## config.mk

```make
export PLATFORM = sky130hd
export DESIGN_NAME = hazard_ctrl
export DESIGN_NICKNAME = d
export VERILOG_FILES = /design/src/rtl/hazard_ctrl_pkg.sv /design/src/rtl/hazard_ctrl_perf_cnt.sv /design/src/rtl/hazard_ctrl.sv
export SDC_FILE = /design/constraint.sdc
export NUM_CORES = 1
export LEC_CHECK = 0
export ABC_AREA = 1
export BUFFER_PORTS_ARGS = -buffer_cell sky130_fd_sc_hd__buf_4
export CELL_PAD_IN_SITES_DETAIL_PLACEMENT = 1
export CELL_PAD_IN_SITES_GLOBAL_PLACEMENT = 1
export CORE_MARGIN = 5
export CORE_UTILIZATION = 27
export CTS_BUF_LIST = sky130_fd_sc_hd__clkbuf_16
export DETAILED_ROUTE_END_ITERATION = 10
export PLACE_DENSITY_LB_ADDON = 0.1
export SLEW_MARGIN = 20
export SYNTH_ARGS = -nofsm -noshare
export SYNTH_HDL_FRONTEND = slang
export SYNTH_HIERARCHICAL = 1
export SYNTH_SLANG_ARGS = --single-unit
```

## constraint.sdc

```tcl
create_clock -name clk -period 1.75 [get_ports clk]
set_clock_uncertainty 0.15 [all_clocks]
set_input_delay 0.175 -clock clk [delete_from_list [all_inputs] [get_ports clk]]
set_output_delay 0.175 -clock clk [all_outputs]
set_load 0.01 [all_outputs]
```

## src/rtl/hazard_ctrl_pkg.sv

```systemverilog
// rtl/hazard_ctrl_pkg.sv - shared FSM state, stall/flush bundle and RUN-state hazard priority
package hazard_definitions;

    typedef enum logic [1:0] {
        HZ_INIT     = 2'd0,
        HZ_RUN      = 2'd1,
        HZ_MEM_WAIT = 2'd2
    } hz_state_t;

    typedef struct packed {
        logic pc_stall;
        logic if_id_stall;
        logic if_id_flush;
        logic id_ex_stall;
        logic id_ex_flush;
        logic ex_mem_stall;
        logic mem_wb_flush;
    } hz_ctrl_t;

    localparam hz_ctrl_t HZ_CTRL_IDLE     = '{1'b0, 1'b0, 1'b0, 1'b0, 1'b0, 1'b0, 1'b0};
    localparam hz_ctrl_t HZ_CTRL_PURGE    = '{1'b1, 1'b0, 1'b1, 1'b0, 1'b1, 1'b0, 1'b1};
    localparam hz_ctrl_t HZ_CTRL_MEM_HOLD = '{1'b1, 1'b1, 1'b0, 1'b1, 1'b0, 1'b1, 1'b1};

    // Redirect squashes the younger instructions, so neither load-use nor fetch miss matters then.
    function automatic hz_ctrl_t hz_run_ctrl(input logic redirect,
                                             input logic load_use,
                                             input logic imem_ready);
        hz_ctrl_t c;
        c = HZ_CTRL_IDLE;
        if (redirect) begin
            c.if_id_flush = 1'b1;
            c.id_ex_flush = 1'b1;
        end else begin
            if (load_use) begin
                c.pc_stall    = 1'b1;
                c.if_id_stall = 1'b1;
                c.id_ex_flush = 1'b1;
            end
            if (!imem_ready) begin
                c.pc_stall    = 1'b1;
                c.if_id_flush = 1'b1;
            end
        end
        return c;
    endfunction

endpackage

```

## src/rtl/hazard_ctrl_perf_cnt.sv

```systemverilog
// rtl/hazard_ctrl_perf_cnt.sv - free-running stall-cycle and redirect-flush event counters
module hazard_perf_cnt #(
    parameter int PERF_W = 32
) (
    input  logic              clk,
    input  logic              rst_n,
    input  logic              i_stall,
    input  logic              i_flush_evt,
    output logic [PERF_W-1:0] o_stall_cyc,
    output logic [PERF_W-1:0] o_flush_cnt
);

    logic [PERF_W-1:0] r_stall_cyc;
    logic [PERF_W-1:0] r_flush_cnt;

    always_ff @(posedge clk or negedge rst_n) begin
        if (!rst_n) begin
            r_stall_cyc <= '0;
            r_flush_cnt <= '0;
        end else begin
            if (i_stall)     r_stall_cyc <= r_stall_cyc + PERF_W'(1);
            if (i_flush_evt) r_flush_cnt <= r_flush_cnt + PERF_W'(1);
        end
    end

    assign o_stall_cyc = r_stall_cyc;
    assign o_flush_cnt = r_flush_cnt;

endmodule

```

## src/rtl/hazard_ctrl.sv

```systemverilog
// rtl/hazard_ctrl.sv - pipeline stall/flush controller; HAZARD_PERF_CNT_EN adds perf counters
module hazard_ctrl
    import hazard_definitions::*;
#(
    parameter int INIT_FLUSH_CYCLES = 2,
    parameter int TIMEOUT_CYCLES    = 1024,
    parameter int PERF_W            = 32
) (
    input  logic              clk,
    input  logic              rst_n,
    input  logic [4:0]        id_rs1,
    input  logic [4:0]        id_rs2,
    input  logic              id_use_rs1,
    input  logic              id_use_rs2,
    input  logic [4:0]        ex_rd,
    input  logic              ex_MemRead,
    input  logic              ex_redirect,
    input  logic              imem_ready,
    input  logic              mem_req,
    input  logic              mem_ready,
    output logic              pc_stall,
    output logic              if_id_stall,
    output logic              if_id_flush,
    output logic              id_ex_stall,
    output logic              id_ex_flush,
    output logic              ex_mem_stall,
    output logic              mem_wb_flush,
    output logic              mem_timeout,
    output logic [PERF_W-1:0] perf_stall_cyc,
    output logic [PERF_W-1:0] perf_flush_cnt
);

    localparam int INIT_W = (INIT_FLUSH_CYCLES > 1) ? $clog2(INIT_FLUSH_CYCLES) : 1;
    localparam int WAIT_W = $clog2(TIMEOUT_CYCLES);
    localparam logic [INIT_W-1:0] INIT_LOAD = INIT_W'(INIT_FLUSH_CYCLES - 1);
    localparam logic [WAIT_W-1:0] WAIT_MAX  = WAIT_W'(TIMEOUT_CYCLES - 1);

    hz_state_t         r_state;
    hz_state_t         w_next_state;
    logic [INIT_W-1:0] r_init_cnt;
    logic [WAIT_W-1:0] r_wait_cnt;
    logic              r_mem_timeout;
    hz_ctrl_t          w_ctrl;
    hz_ctrl_t          w_run_ctrl;
    logic              w_load_use;
    logic              w_mem_hold;

    assign w_load_use = ex_MemRead && (ex_rd != 5'd0) &&
                        ((id_use_rs1 && (id_rs1 == ex_rd)) ||
                         (id_use_rs2 && (id_rs2 == ex_rd)));
    assign w_mem_hold = mem_req && !mem_ready;
    assign w_run_ctrl = hz_run_ctrl(ex_redirect, w_load_use, imem_ready);

    always_ff @(posedge clk or negedge rst_n) begin
        if (!rst_n) r_state <= HZ_INIT;
        else        r_state <= w_next_state;
    end

    always_comb begin
        w_next_state = r_state;
        case (r_state)
            HZ_INIT:     if (r_init_cnt == '0) w_next_state = HZ_RUN;
            HZ_RUN:      if (w_mem_hold)       w_next_state = HZ_MEM_WAIT;
            HZ_MEM_WAIT: if (mem_ready)        w_next_state = HZ_RUN;
            default:                           w_next_state = HZ_INIT;
        endcase
    end

    // Once waiting, only mem_ready releases the freeze; mem_req is not re-examined.
    always_comb begin
        w_ctrl = HZ_CTRL_PURGE;
        case (r_state)
            HZ_INIT:     w_ctrl = HZ_CTRL_PURGE;
            HZ_RUN:      w_ctrl = w_mem_hold ? HZ_CTRL_MEM_HOLD : w_run_ctrl;
            HZ_MEM_WAIT: w_ctrl = mem_ready  ? w_run_ctrl : HZ_CTRL_MEM_HOLD;
            default:     w_ctrl = HZ_CTRL_PURGE;
        endcase
    end

    // The RUN cycle that first sees the miss is wait cycle 1.
    always_ff @(posedge clk or negedge rst_n) begin
        if (!rst_n) begin
            r_init_cnt    <= INIT_LOAD;
            r_wait_cnt    <= '0;
            r_mem_timeout <= 1'b0;
        end else begin
            case (r_state)
                HZ_INIT: begin
                    if (r_init_cnt != '0) r_init_cnt <= r_init_cnt - INIT_W'(1);
                end
                HZ_RUN: begin
                    if (w_mem_hold) r_wait_cnt <= WAIT_W'(1);
                end
                HZ_MEM_WAIT: begin
                    if (mem_ready) begin
                        r_wait_cnt <= '0;
                    end else begin
                        if (r_wait_cnt != WAIT_MAX) r_wait_cnt <= r_wait_cnt + WAIT_W'(1);
                        if (r_wait_cnt == WAIT_MAX) r_mem_timeout <= 1'b1;
                    end
                end
                default: ;
            endcase
        end
    end

    assign pc_stall     = w_ctrl.pc_stall;
    assign if_id_stall  = w_ctrl.if_id_stall;
    assign if_id_flush  = w_ctrl.if_id_flush;
    assign id_ex_stall  = w_ctrl.id_ex_stall;
    assign id_ex_flush  = w_ctrl.id_ex_flush;
    assign ex_mem_stall = w_ctrl.ex_mem_stall;
    assign mem_wb_flush = w_ctrl.mem_wb_flush;
    assign mem_timeout  = r_mem_timeout;

`ifdef HAZARD_PERF_CNT_EN
    logic w_flush_evt;
    assign w_flush_evt = (r_state == HZ_RUN) && ex_redirect;

    hazard_perf_cnt #(.PERF_W(PERF_W)) u_perf (
        .clk         (clk),
        .rst_n       (rst_n),
        .i_stall     (w_ctrl.pc_stall),
        .i_flush_evt (w_flush_evt),
        .o_stall_cyc (perf_stall_cyc),
        .o_flush_cnt (perf_flush_cnt)
    );
`else
    assign perf_stall_cyc = '0;
    assign perf_flush_cnt = '0;
`endif

endmodule

```

==> flow_metrics.env <==
export IMPL_worst_path_max_fanout=4
export IMPL_yosysWarnings=6
export IMPL_holdPathStages=4
export IMPL_coreArea_um2=6240
export IMPL_synth_seq_area_share=0.206
export IMPL_cts_path_max_buffers=2
export IMPL_peakVddDrop_mv=0.408
export IMPL_h_tree_depth=1
export IMPL_ios=96
export IMPL_final_setup_worst_slack_ns=-0.0693
export IMPL_cts_tree="done"
export IMPL_dpl_cell_count=370
export IMPL_crit_arrival_ns=1.49
export IMPL_drtIter0Drc=20
export IMPL_max_clock_freq_mhz=550
export IMPL_final_common_cell="nand2_1"
export IMPL_worstSkewPairLatency_ns=0.25
export IMPL_grt_pass1_vias=1536
export IMPL_timing_rr_end="r_wait_cnt[8]$_DFFE_PN0P_"
export IMPL_synthesis_area_um2=1710
export IMPL_finalNonFillerCells=384
export IMPL_path_class="reg2out"
export IMPL_p_per_area_nw_per_um2=1150
export IMPL_cts_buffers_inserted=3
export IMPL_die_y_um=89.5
export IMPL_syn_inst=260
export IMPL_firstDrtPassIters=4
export IMPL_swShare=0.429
export IMPL_endpoint_kind="output port"
export IMPL_routed_wl_um=4270
export IMPL_gp_congestion=0.740
export IMPL_row_count=29
export IMPL_areaGrowthSynthToFinish_pct=21.3
export IMPL_critPathLaunch="r_state[0]$_DFFE_PN0P_"
export IMPL_rsz0062_at_grt="true"
export IMPL_design_area_um2=2070
export IMPL_worstHoldPathType="in2reg"
export IMPL_layout_drive_gt1_share=0.267
export IMPL_finalHoldViolations=0
export IMPL_final_period_utilization=1.04
export IMPL_grt_overflow=0
export IMPL_power_frac_seq=0.175
export IMPL_clock_sinks=14
export IMPL_antenna_left=0
export IMPL_power_internal_mw=1.36
export IMPL_clockRootBuffer="clkbuf_16"
export IMPL_ys_types=23
export IMPL_die_area_um2=8010
export IMPL_worstPathRequired_ns=1.42
export IMPL_via_per_inst=3.83
export IMPL_setup_viol=7
export IMPL_dpl_hpwl_um=3500
export IMPL_grt_max_degree=15
export IMPL_wire_per_inst_um=11.1
export IMPL_final_nets=337
export IMPL_post_dp_cell_area_um2=1800
export IMPL_initial_utilization=0.273
export IMPL_reg2reg_depth=8
export IMPL_final_cell_mix="75 x nand2_1, 64 x conb_1, 43 x buf_4"
export IMPL_pwr_share_clk=0.187
export IMPL_reg2reg_from="r_state[0]$_DFFE_PN0P_"
export IMPL_diodes=0
export IMPL_comb_power_share=0.638
export IMPL_cap_violations=0
export IMPL_drc=0
export IMPL_power_mw=2.39
export IMPL_grt_pass1_wl_um=6860
export IMPL_die_w_um=89.5
export IMPL_antenna_found_initial=0
export IMPL_vias=1470
export IMPL_outcome="complete, but fails checks"
export IMPL_fin_tns_setup_ns=-0.249
export IMPL_syn_mean_instance_area_um2=6.56
export IMPL_regToRegSetupSlack_ns=0.07
export IMPL_switching_power_mw=1.02
export IMPL_cts_clk_slew_worst_paths_ns=0.05
export IMPL_post_route_min_period_ns=1.82
export IMPL_synth_seq_cells=14
export IMPL_critPathCapture="if_id_stall"
export IMPL_portBuffers=31
export IMPL_slew_violations=0
export IMPL_leakage_nw=1.18
export IMPL_cp_start_kind="flop"
export IMPL_failed_checks="negative setup slack"
export IMPL_grtUsageTotal=0.110
sequential cells by signal, summed over array words and instances (netlist names):
register,cells
mem_timeout,1
r_init_cnt,1
r_state,2
r_wait_cnt,10
power groups by stage:
stage / Clock [mW] / Sequential, mW / Combinational, mW
floorplan: 0 / 0.414 / 0.850
global placement: 0 / 0.404 / 1.13
detailed placement: 0 / 0.406 / 1.13
CTS: 0.464 / 0.413 / 1.37
global route: 0.473 / 0.423 / 1.69
finish: 0.446 / 0.417 / 1.52
synthesized netlist by cell type (all sizes together):
library cell  number  share of area
dfrtp             13           0.19
ha                 5          0.037
xor2               4          0.021
nand2             77           0.17
buf               68           0.31
nor2              21          0.059
or2                1         0.0037
inv               36          0.081
a21oi              2         0.0059
nand3             13          0.044
conb               1         0.0022
dfstp              1          0.015
nand4              4          0.015
o31ai              1         0.0044
nor3               3         0.0088
o21ai             10          0.038
how the worst min path moves through the flow:
stage,start,endpoint,slack (ns)
CTS,mem_ready,r_wait_cnt[9]$_DFFE_PN0P_,0.16
global placement,rst_n,r_state[1]$_DFFE_PN0P_,-0.10
detailed placement,rst_n,mem_timeout$_DFFE_PN0P_,-0.10
floorplan,rst_n,mem_timeout$_DFFE_PN0P_,-0.27
global route,rst_n,r_wait_cnt[9]$_DFFE_PN0P_,0.19
finish,mem_ready,r_wait_cnt[9]$_DFFE_PN0P_,0.16
timing repair:
item	in CTS	in global routing
resized for setup	25	8
pin swaps	5	8
hold buffers	1	0
setup buffers	5	4
endpoints found under the setup margin	16	17
gates cloned	0	0
hold endpoints to repair	14	0
through the flow:
stage | setup slack, ns | util | hold WS (ns)
floorplan | 0.0134 | - | -0.271
global placement | 0.00798 | 0.289 | -0.104
detailed placement | -0.0429 | 0.289 | -0.103
CTS | -0.0571 | 0.323 | 0.157
global route | -0.127 | 0.332 | 0.190
finish | -0.0693 | 0.332 | 0.159
cell type report:
class	count	area, um2
multi-input combinational	205	1020
timing repair buffer	48	378
fill	819	4170
inverter	36	145
clock buffer	3	75.1
tap	77	96.3
sequential	14	353
clock inverter	1	3.75
kinds of logic after synthesis:
group / count (synthesis) / synth area share
and+or+nand+nor: 119 / 0.300
buffers and inverters: 104 / 0.386
DFF: 14 / 0.206
AOI/OAI and AO/OA: 13 / 0.0484
adders and majority gates: 5 / 0.0367
xor gates and xnor gates: 4 / 0.0205
other: 1 / 0.00220
layer usage:
| metal | share of wire | vias up | track usage |
|---|---|---|---|
| li1 | - | 753 | - |
| met1 | 0.42 | 658 | 0.127 |
| met2 | 0.50 | 54 | 0.201 |
| met3 | 0.068 | 5 | 0.0212 |
| met4 | 0.015 | 0 | 0.0365 |
| met5 | 0 | - | 0 |
critical path: stages, from the launching register on:
cell and delay [ns]:
dfrtp_1 0.39, inv_2 0.07, buf_4 0.14, ha_4 0.28, buf_6 0.10, nand2_2 0.05, o21ai_1 0.08, buf_4 0.13
No activity file was read; power rests on OpenSTA's default activity.
